<file path="src/rtl/nand_phy_pkg.sv">
// Shared NAND PHY definitions: DQS calibration FSM states and tap/settle constants.
package nand_phy_pkg;

    localparam int DQS_TAP_W  = 5;
    localparam int MIN_SETTLE = 3;

    typedef enum logic [2:0] {
        ST_IDLE,
        ST_LOAD,
        ST_SETTLE,
        ST_REQ,
        ST_NEXT,
        ST_CENTER,
        ST_FINISH
    } dqs_cal_state_t;

endpackage

</file>
<file path="src/rtl/nand_dqs_win_track.sv">
// Pass/fail run tracker for a DQS tap sweep: keeps the open run and the longest closed run.
module nand_dqs_win_track #(
    parameter int TAP_W = 5
) (
    input  logic             clk0,
    input  logic             rst0_n,
    input  logic             clr_i,
    input  logic             upd_i,
    input  logic             pass_i,
    input  logic             last_i,
    input  logic [TAP_W-1:0] tap_i,
    output logic [TAP_W-1:0] best_start_o,
    output logic [TAP_W:0]   best_len_o
);

    localparam logic [TAP_W:0] LEN_ONE = 1;

    logic             run_open_q;
    logic [TAP_W-1:0] run_start_q;
    logic [TAP_W:0]   run_len_q;
    logic [TAP_W-1:0] best_start_q;
    logic [TAP_W:0]   best_len_q;

    logic             cur_open_d;
    logic [TAP_W-1:0] cur_start_d;
    logic [TAP_W:0]   cur_len_d;
    logic             closing_d;

    // The run as it stands after this result; a fail leaves the previous run to be closed.
    always_comb begin
        cur_open_d  = 1'b0;
        cur_start_d = run_start_q;
        cur_len_d   = run_len_q;
        if (pass_i) begin
            cur_open_d  = 1'b1;
            cur_start_d = run_open_q ? run_start_q : tap_i;
            cur_len_d   = run_open_q ? (run_len_q + LEN_ONE) : LEN_ONE;
        end
        closing_d = (!pass_i && run_open_q) || (last_i && cur_open_d);
    end

    always_ff @(posedge clk0 or negedge rst0_n) begin
        if (!rst0_n) begin
            run_open_q   <= 1'b0;
            run_start_q  <= '0;
            run_len_q    <= '0;
            best_start_q <= '0;
            best_len_q   <= '0;
        end else if (clr_i) begin
            run_open_q   <= 1'b0;
            run_start_q  <= '0;
            run_len_q    <= '0;
            best_start_q <= '0;
            best_len_q   <= '0;
        end else if (upd_i) begin
            // Strictly longer only, so the earliest window wins a tie.
            if (closing_d && (cur_len_d > best_len_q)) begin
                best_start_q <= cur_start_d;
                best_len_q   <= cur_len_d;
            end
            run_open_q  <= cur_open_d && !last_i;
            run_start_q <= cur_start_d;
            run_len_q   <= cur_open_d ? cur_len_d : '0;
        end
    end

    assign best_start_o = best_start_q;
    assign best_len_o   = best_len_q;

endmodule

</file>
<file path="src/rtl/nand_dqs_tap_cal.sv">
// Per-channel DQS IDELAY tap owner with manual loads and a sweep-and-centre calibrator.
module nand_dqs_tap_cal
    import nand_phy_pkg::*;
#(
    parameter int NUM_DQS     = 1,
    parameter int TAP_W       = DQS_TAP_W,
    parameter int IDELAY_TAP  = 16,
    parameter int SETTLE_CYC  = 8,
    parameter int TIMEOUT_CYC = 1024,
    parameter int CH_W        = (NUM_DQS > 1) ? $clog2(NUM_DQS) : 1
) (
    input  logic                     clk0,
    input  logic                     rst0_n,
    input  logic                     cal_start,
    input  logic [CH_W-1:0]          cal_ch,
    input  logic                     man_ld,
    input  logic [CH_W-1:0]          man_ch,
    input  logic [TAP_W-1:0]         man_tap,
    output logic                     chk_req,
    input  logic                     chk_valid,
    input  logic                     chk_pass,
    output logic [NUM_DQS*TAP_W-1:0] dlyval_dqs,
    output logic [NUM_DQS-1:0]       dlyld_dqs,
    output logic                     cal_busy,
    output logic                     cal_done,
    output logic                     cal_err,
    output logic [TAP_W-1:0]         win_lo,
    output logic [TAP_W-1:0]         win_hi
);

    localparam int SETTLE_EFF = (SETTLE_CYC < MIN_SETTLE) ? MIN_SETTLE : SETTLE_CYC;
    localparam int CNT_W      = $clog2(TIMEOUT_CYC + SETTLE_EFF) + 1;
    localparam logic [CNT_W-1:0] SETTLE_LAST = CNT_W'(SETTLE_EFF - 1);
    localparam logic [CNT_W-1:0] TMO_LAST    = CNT_W'(TIMEOUT_CYC - 1);
    localparam logic [TAP_W:0]   LEN_ONE     = 1;

    dqs_cal_state_t   state_q;
    logic [CH_W-1:0]  ch_q;
    logic [TAP_W-1:0] saved_q;
    logic [TAP_W-1:0] tap_q;
    logic [CNT_W-1:0] cnt_q;
    logic             pass_q;
    logic             chk_req_q;
    logic             busy_q;
    logic             done_q;
    logic             err_q;
    logic [TAP_W-1:0] win_lo_q;
    logic [TAP_W-1:0] win_hi_q;

    logic [TAP_W-1:0]   lane_q [NUM_DQS];
    logic [NUM_DQS-1:0] dlyld_q;

    logic             cal_ok_d;
    logic             man_ok_d;
    logic             got_rsp_d;
    logic             tmo_d;
    logic [TAP_W-1:0] cur_tap_d;
    logic             ld_go_d;
    logic [CH_W-1:0]  ld_ch_d;
    logic [TAP_W-1:0] ld_val_d;

    logic [TAP_W-1:0] best_start;
    logic [TAP_W:0]   best_len;
    logic [TAP_W:0]   len_m1;
    logic [TAP_W:0]   ctr_full;
    logic [TAP_W:0]   hi_full;

    assign cal_ok_d  = int'(cal_ch) < NUM_DQS;
    assign man_ok_d  = int'(man_ch) < NUM_DQS;
    assign got_rsp_d = chk_valid && chk_req_q;
    assign tmo_d     = !got_rsp_d && (cnt_q == TMO_LAST);

    assign len_m1   = best_len - LEN_ONE;
    assign ctr_full = {1'b0, best_start} + (len_m1 >> 1);
    assign hi_full  = {1'b0, best_start} + len_m1;

    always_comb begin
        cur_tap_d = lane_q[0];
        for (int i = 1; i < NUM_DQS; i++) begin
            if (int'(cal_ch) == i) cur_tap_d = lane_q[i];
        end
    end

    // One lane write per cycle at most: manual load, sweep step, restore or centre.
    always_comb begin
        ld_go_d  = 1'b0;
        ld_ch_d  = ch_q;
        ld_val_d = tap_q;
        case (state_q)
            ST_IDLE: begin
                if (!cal_start && man_ld && man_ok_d) begin
                    ld_go_d  = 1'b1;
                    ld_ch_d  = man_ch;
                    ld_val_d = man_tap;
                end
            end
            ST_LOAD: ld_go_d = 1'b1;
            ST_REQ: begin
                if (tmo_d) begin
                    ld_go_d  = 1'b1;
                    ld_val_d = saved_q;
                end
            end
            ST_CENTER: begin
                ld_go_d  = 1'b1;
                ld_val_d = (best_len == '0) ? saved_q : ctr_full[TAP_W-1:0];
            end
            default: ;
        endcase
    end

    // Lanes start at the IOB power-up value, so reset issues no strobe.
    always_ff @(posedge clk0 or negedge rst0_n) begin
        if (!rst0_n) begin
            for (int i = 0; i < NUM_DQS; i++) lane_q[i] <= TAP_W'(IDELAY_TAP);
            dlyld_q <= '0;
        end else begin
            for (int i = 0; i < NUM_DQS; i++) begin
                dlyld_q[i] <= ld_go_d && (int'(ld_ch_d) == i);
                if (ld_go_d && (int'(ld_ch_d) == i)) lane_q[i] <= ld_val_d;
            end
        end
    end

    always_ff @(posedge clk0 or negedge rst0_n) begin
        if (!rst0_n) begin
            state_q   <= ST_IDLE;
            ch_q      <= '0;
            saved_q   <= '0;
            tap_q     <= '0;
            cnt_q     <= '0;
            pass_q    <= 1'b0;
            chk_req_q <= 1'b0;
            busy_q    <= 1'b0;
            done_q    <= 1'b0;
            err_q     <= 1'b0;
            win_lo_q  <= '0;
            win_hi_q  <= '0;
        end else begin
            done_q <= 1'b0;
            case (state_q)
                ST_IDLE: begin
                    if (cal_start) begin
                        err_q <= 1'b0;
                        if (cal_ok_d) begin
                            ch_q    <= cal_ch;
                            saved_q <= cur_tap_d;
                            tap_q   <= '0;
                            busy_q  <= 1'b1;
                            state_q <= ST_LOAD;
                        end else begin
                            err_q  <= 1'b1;
                            done_q <= 1'b1;
                        end
                    end
                end
                ST_LOAD: begin
                    cnt_q   <= '0;
                    state_q <= ST_SETTLE;
                end
                ST_SETTLE: begin
                    if (cnt_q == SETTLE_LAST) begin
                        cnt_q     <= '0;
                        chk_req_q <= 1'b1;
                        state_q   <= ST_REQ;
                    end else begin
                        cnt_q <= cnt_q + 1'b1;
                    end
                end
                ST_REQ: begin
                    if (got_rsp_d) begin
                        pass_q    <= chk_pass;
                        chk_req_q <= 1'b0;
                        state_q   <= ST_NEXT;
                    end else if (tmo_d) begin
                        err_q     <= 1'b1;
                        chk_req_q <= 1'b0;
                        done_q    <= 1'b1;
                        state_q   <= ST_FINISH;
                    end else begin
                        cnt_q <= cnt_q + 1'b1;
                    end
                end
                ST_NEXT: begin
                    if (&tap_q) begin
                        state_q <= ST_CENTER;
                    end else begin
                        tap_q   <= tap_q + 1'b1;
                        state_q <= ST_LOAD;
                    end
                end
                ST_CENTER: begin
                    if (best_len == '0) begin
                        err_q <= 1'b1;
                    end else begin
                        win_lo_q <= best_start;
                        win_hi_q <= hi_full[TAP_W-1:0];
                    end
                    done_q  <= 1'b1;
                    state_q <= ST_FINISH;
                end
                ST_FINISH: begin
                    busy_q  <= 1'b0;
                    state_q <= ST_IDLE;
                end
                default: begin
                    busy_q    <= 1'b0;
                    chk_req_q <= 1'b0;
                    state_q   <= ST_IDLE;
                end
            endcase
        end
    end

    nand_dqs_win_track #(
        .TAP_W(TAP_W)
    ) u_win_track (
        .clk0        (clk0),
        .rst0_n      (rst0_n),
        .clr_i       ((state_q == ST_IDLE) && cal_start && cal_ok_d),
        .upd_i       (state_q == ST_NEXT),
        .pass_i      (pass_q),
        .last_i      (&tap_q),
        .tap_i       (tap_q),
        .best_start_o(best_start),
        .best_len_o  (best_len)
    );

    for (genvar g = 0; g < NUM_DQS; g++) begin : g_lane
        assign dlyval_dqs[g*TAP_W +: TAP_W] = lane_q[g];
    end

    assign dlyld_dqs = dlyld_q;
    assign chk_req   = chk_req_q;
    assign cal_busy  = busy_q;
    assign cal_done  = done_q;
    assign cal_err   = err_q;
    assign win_lo    = win_lo_q;
    assign win_hi    = win_hi_q;

endmodule

</file>
<file path="config.mk">
export PLATFORM = sky130hd
export DESIGN_NAME = nand_dqs_tap_cal
export DESIGN_NICKNAME = d
export VERILOG_FILES = /design/src/rtl/nand_phy_pkg.sv /design/src/rtl/nand_dqs_win_track.sv /design/src/rtl/nand_dqs_tap_cal.sv
export SDC_FILE = /design/constraint.sdc
export NUM_CORES = 1
export LEC_CHECK = 0
export ABC_AREA = 1
export BUFFER_PORTS_ARGS = -buffer_cell sky130_fd_sc_hd__buf_2
export CAP_MARGIN = 40
export CORE_ASPECT_RATIO = 0.9
export CORE_UTILIZATION = 55
export CTS_CLUSTER_SIZE = 20
export DETAILED_ROUTE_END_ITERATION = 12
export GPL_ROUTABILITY_DRIVEN = 1
export PLACE_DENSITY_LB_ADDON = 0.05
export SYNTH_ARGS = -nofsm -noshare
export SYNTH_HDL_FRONTEND = slang
export SYNTH_SLANG_ARGS = --single-unit
export TNS_END_PERCENT = 50
</file>
<file path="constraint.sdc">
create_clock -name clk0 -period 2.1 [get_ports clk0]
set_clock_uncertainty 0.1 [all_clocks]
set_input_delay 0 -clock clk0 [delete_from_list [all_inputs] [get_ports clk0]]
set_output_delay 0 -clock clk0 [all_outputs]
set_load 0.05 [all_outputs]
</file>
; ---- After elaboration in Yosys (flattened, before gate mapping)
; Index checks and enable logic that the tools add are counted.
[word_totals]
ff_bits = 70
wordCells = 144
[op_classes]
addsub = 6
order_cmp = 3
n_eq_ne = 17
muxes = 58
bitwise_logic = 4
reduce_logical = 37
[ops]
columns = op, n
row1 = $mux 5, 13
row2 = $mux 6, 8
row3 = $mux 12, 3
row4 = $pmux 12 s3, 1
row5 = $mux 1, 19
row6 = $mux 3, 6
row7 = $pmux 3 s6, 1
row8 = $ne 2x2->1 const B, 8
row9 = $pmux 5 s3, 1
row10 = $add 12x1->12 const B, 1
row11 = $eq 12x10->1 const B, 1
row12 = $eq 12x3->1 const B, 1
row13 = $pmux 1 s3, 4
row14 = $reduce_and 3->1, 4
row15 = $logic_and 1x1->1, 11
row16 = $add 5x5->5, 2
row17 = $pmux 5 s2, 1
row18 = $reduce_and 5->1, 2
row19 = $reduce_or 5->1, 2
row20 = $eq 3x3->1 const B, 3
row21 = $reduce_and 4->1, 2
row22 = $add 6x1->6 const B, 1
row23 = $eq 3x2->1 const B, 2
row24 = $gt 6x6->1, 1
row25 = other kinds (15), 27

; ---- Longest topological paths before layout
[depth]
ltp_word = 8
depth_mapped = 17
depth_no_buf = 16

; ---- By module
; A second synthesis with hierarchy kept.
[unflattened]
hier_cells = 591
area_unflattened_um2 = 4356.7
[modules_own_cells]
columns = mod, n_inst, cells_each, area_per_inst_um2, seq_area_each_um2
row1 = nand_dqs_tap_cal, 1, 398, 3009.1, 1177.4
row2 = nand_dqs_win_track, 1, 193, 1347.5, 575.6

; ---- Worst setup path before layout
; OpenSTA, ideal clock, no wires.
[synth_timing]
kind = register to register
from = register pass_q
to = register u_win_track.best_len_q[3], in the netlist u_win_track.best_len_o[3]
arrival_time_ps = 1988
slack_ps = -64
stages_incl_launch_ff = 17
n_path_buf = 2
cell_sequence = dfrtp_1 -> inv_2 -> nor2_2 -> inv_1 -> buf_2 -> nand3_1 -> inv_1 -> ha_1 -> nand2_1 -> inv_1 -> nand3_1 -> o211ai_1 -> nand2_1 -> buf_6 -> inv_2 -> nand2_1 -> o21ai_1
[synth_via]
elab_chain_cells = 6
word_cells_on_any_way = 13
cone_classes = order compare: 1 / mux: 5 / reduce/logical: 7
[synth_lines]
columns = item, line_no
row1 = from (decl), nand_dqs_tap_cal.sv:42  ; logic pass_q;
row2 = from (signal assigned), nand_dqs_tap_cal.sv:172  ; pass_q <= chk_pass;
row3 = branches (longest 6 deep; another with $gt 6x6->1), -
row4 = to (signal assigned), nand_dqs_win_track.sv:59  ; best_len_q <= cur_len_d;
row5 = to (decl), nand_dqs_win_track.sv:22  ; logic [TAP_W:0] best_len_q;
; Parallel ways; which one is timed is not known. The select of a mux whose other input is x is not followed.
; A chain may end at the register's enable or synchronous reset.

; ---- Final worst setup path
; Same ends and word-level chain as after synthesis.

==> reports/results.tsv <==
stage	metric	value	unit
timing	fmax	0.435	GHz
clock_tree	htreeDepth	3	
hold_path	hold_path_depth	5	
yosys	synth-async-reset-ratio	100	%
yosys	yosys.area_share.simple	28.6	%
clock_tree	cts_num_sinks	70	
hold_path	holdPathEnd	pass_q$_DFFE_PN0P_	
yosys	ys_seq_area_share	40.8	%
drt	routed_wl	10100	um
yosys	syn_area	0.00429	mm2
drt	viasPerCell	5.28	
global_route	grtUsageTotal	27.1	%
timing	whs	10.3	ps
floorplanning	die_area	0.00816	mm2
setup_path	reg2reg_slack	-200	ps
clock_tree	cts_tree	built	
setup_path	crit_buf_inv	4	
final_layout	final_cells	745	
global_route	grt_pass1_wl	17000	um
floorplanning	die_height	85.8	um
setup_path	cp_common_cell	nand2_2	
drt	drt_iter0_drc	144	
setup_path	startpoint	pass_q$_DFFE_PN0P_	
final_layout	fin_nets	679	
clock_tree	cts_buffers	9	
yosys	synthMostInstantiatedCell	nand2_1	
yosys	synth_area_leaders	dfrtp_1, nand2_1, ha_1	
setup_path	required	2290	ps
hold_path	hold_class	primary input to flip-flop	
timing	rsz0062_at_grt	true	
timing	layout_min_cycle_time	2300	ps
yosys	netlist_top_cells_count	nand2_1, dfrtp_1, inv_1	
clock_tree	cts_buffer_depth	2	
final_layout	largest_reg_flops	12	
setup_path	critPathTopFamily	simple AND/OR/NAND/NOR gates	
setup_path	cp-end-kind	flip-flop	
final_layout	drive_gt1_share	25.6	%
yosys	synthAdderAreaFrac	6.76	%
hold_path	hp-start	chk_valid	
final_layout	num_antenna_cells	0	
placement	gp_congestion	0.944	
run	cap_violations	0	
yosys	synth-xor-area-share	3.67	%
setup_path	cp_max_fo	6	
setup_path	critPathSlowestCell	dfrtp_2	
global_route	use_met1	37.3	%
status	status	finished, violations left	
setup_path	r2r_start	pass_q$_DFFE_PN0P_	
pwr	power	0.00248	W
yosys	synth_ff_type	dfrtp_1	
pwr	ir_worst_vdd	0.474	mV
setup_path	critPathKind	flip-flop to flip-flop	
global_route	grt-busiest-layer	met2	
timing	tightest_slew	488	ps
yosys	yosys_warnings	0	
timing	slew_viol_final	0	
floorplanning	rows	30	
drt	vias	3932	
pwr	p_leak	2.76	nW
pwr	power_density	468	mW/mm2
timing	finalWorstSetupSlack	-200	ps
floorplanning	core	0.00754	mm2
drt	final_antenna_net_count	0	
yosys	synth_top_family_by_area	simple AND/OR/NAND/NOR gates	
setup_path	cp_cell_sequence	nand4_1 -> nor2_2 -> a21o_1 -> nand3_2 -> inv_2 -> ha_4 -> nand2_2 -> inv_2 -> nand3_2 -> o22ai_2 -> nor2_1 -> nand2_2 -> buf_6 -> inv_8 -> nand2_2 -> o21ai_1	
yosys	synth.ff_latch_count	70	
timing	fin_crit_sh	110	%
yosys	syn-num-nets	593	
drt	wire_per_inst	13.6	um
yosys	yosysUniqueCellTypes	41	
placement	dp_hpwl	7490	um
floorplanning	io_pins	33	
setup_path	cp-start-kind	flip-flop	
placement	io_buffer_count	32	
clock_tree	cts_root_buffer	clkbuf_8	
yosys	synth_mux_area_share	0	%
yosys	synth-compound-area-share	11.7	%
yosys	synth_top_area_share	40.2	%
yosys	synth_cells	558	
timing	slew_headroom	67.5	%
final_layout	area_delta_synth_final	23.6	%
global_route	grt_overflow	0	
clock_tree	clkLatencyLatePin	360	ps
setup_path	reg2reg_depth	16	
yosys	syn_area_per_cell	7.69	um2
global_route	met3_usage	5.67	%
setup_path	crit_path_max_incr_delay	410	ps
floorplanning	die_w	95.1	um
timing	hold_viol_final	0	
drt	firstDrtPassIters	5	
floorplanning	initial_core_util	56.9	%
timing	setup_viol	13	
final_layout	largest-register	cnt_q	
global_route	met2_usage	42.3	%
global_route	grt_pass1_vias	3625	
drt	drc	0	
setup_path	rr_endpoint	u_win_track.best_len_o[3]$_DFFE_PN0P_	
global_route	grt_max_degree	52	
clock_tree	path_clk_slew	70	ps
final_layout	fillers	615	
status	violations	setup timing	
yosys	synth_area_leader_cell	dfrtp_1	
setup_path	worstPathArrival	2490	ps
placement	post-place-cells	710	
yosys	synth_edf_count	0	
global_route	antenna_found_initial	0	
final_layout	multi_input_area	0.00235	mm2
final_layout	seqCellArea	0.00175	mm2
worst min-delay path, stage by stage:
cell	delay (ps)
buf_2	100
nand2_1	60
inv_1	80
nand2_4	120
a21oi_1	70
cell usage in the layout (no fill, tap or decap), drive strengths merged:
cell type,netlist,routed
nand2,171,171
inv,75,75
buf,9,75
dfrtp,69,69
o21ai,51,51
nand3,44,44
nor2,40,40
a21oi,20,20
ha,20,20
xor2,12,12
nor3,10,10
clkbuf,0,9
dlygate4sd3,0,9
nand4,7,7
xnor2,6,6
o211ai,4,4
clkinv,0,4
a22o,3,3
o22ai,3,3
nand3b,2,2
clkinvlp,0,2
or2,2,2
fa,2,2
nor3b,1,1
a21o,1,1
a211oi,1,1
o2111ai,1,1
o21bai,1,1
a31oi,1,1
o211a,1,1
bufinv,0,1
dfstp,1,1
where the power goes:
part | total, W | internal [W] | switching [W]
sequential | 0.00135 | 0.00135 | 0
clock | 0.00108 | 0.000539 | 0.000536
combinational | 0.0000590 | 0.0000227 | 0.0000363
per-layer routing:
metal	up-vias	wire, um
met5	-	0
met4	0	125
met3	13	532
met2	107	4640
met1	1828	4840
li1	1984	-
cell families after synthesis:
group                    Yosys count
AO/OA/AOI/OAI                     87
XOR/XNOR                          18
AND/OR/NAND/NOR                  277
buffers and inverters             84
adder cells (fa/ha/maj)           22
flip-flops                        70
area by class of cell:
type                       instances  area share, %
sequential                        70           33.1
tap                               96           2.27
inverter                          75           5.59
clock inverter                     7           1.23
multi-input combinational        404           44.3
timing repair buffer              84           11.2
clock buffer                       9           2.34
worst max path at each step:
stage / cells after the start / slack, ps / endpoint
after global routing: 16 / -360 / u_win_track.best_start_o[4]$_DFFE_PN0P_
final: 16 / -200 / u_win_track.best_len_o[3]$_DFFE_PN0P_
after CTS: 16 / -210 / u_win_track.best_len_o[3]$_DFFE_PN0P_
after detailed placement: 15 / -240 / u_win_track.best_len_o[2]$_DFFE_PN0P_
after global placement: 17 / -130 / u_win_track.best_start_o[4]$_DFFE_PN0P_
after floorplan: 17 / 8 / u_win_track.best_len_o[0]$_DFFE_PN0P_
metrics by stage:
stage	util (%)	setup slack (ps)	area [um2]	setup TNS [ps]
after CTS	67.7	-210	5110	-2190
after floorplan	-	7.96	4310	0
final	70.3	-200	5300	-2030
after detailed placement	63.2	-236	4770	-2670
after global placement	63.2	-125	4770	-1480
after global routing	70.3	-359	5300	-4230
repair_timing:
action / in CTS / in global routing
resized for setup: 19 / 29
pin swaps: 6 / 14
setup endpoints to repair: 17 / 17
endpoints found under the hold margin: 77 / 0
hold buffers: 9 / 0
buffers inserted: 1 / 9
No activity file was read; power rests on OpenSTA's default activity.
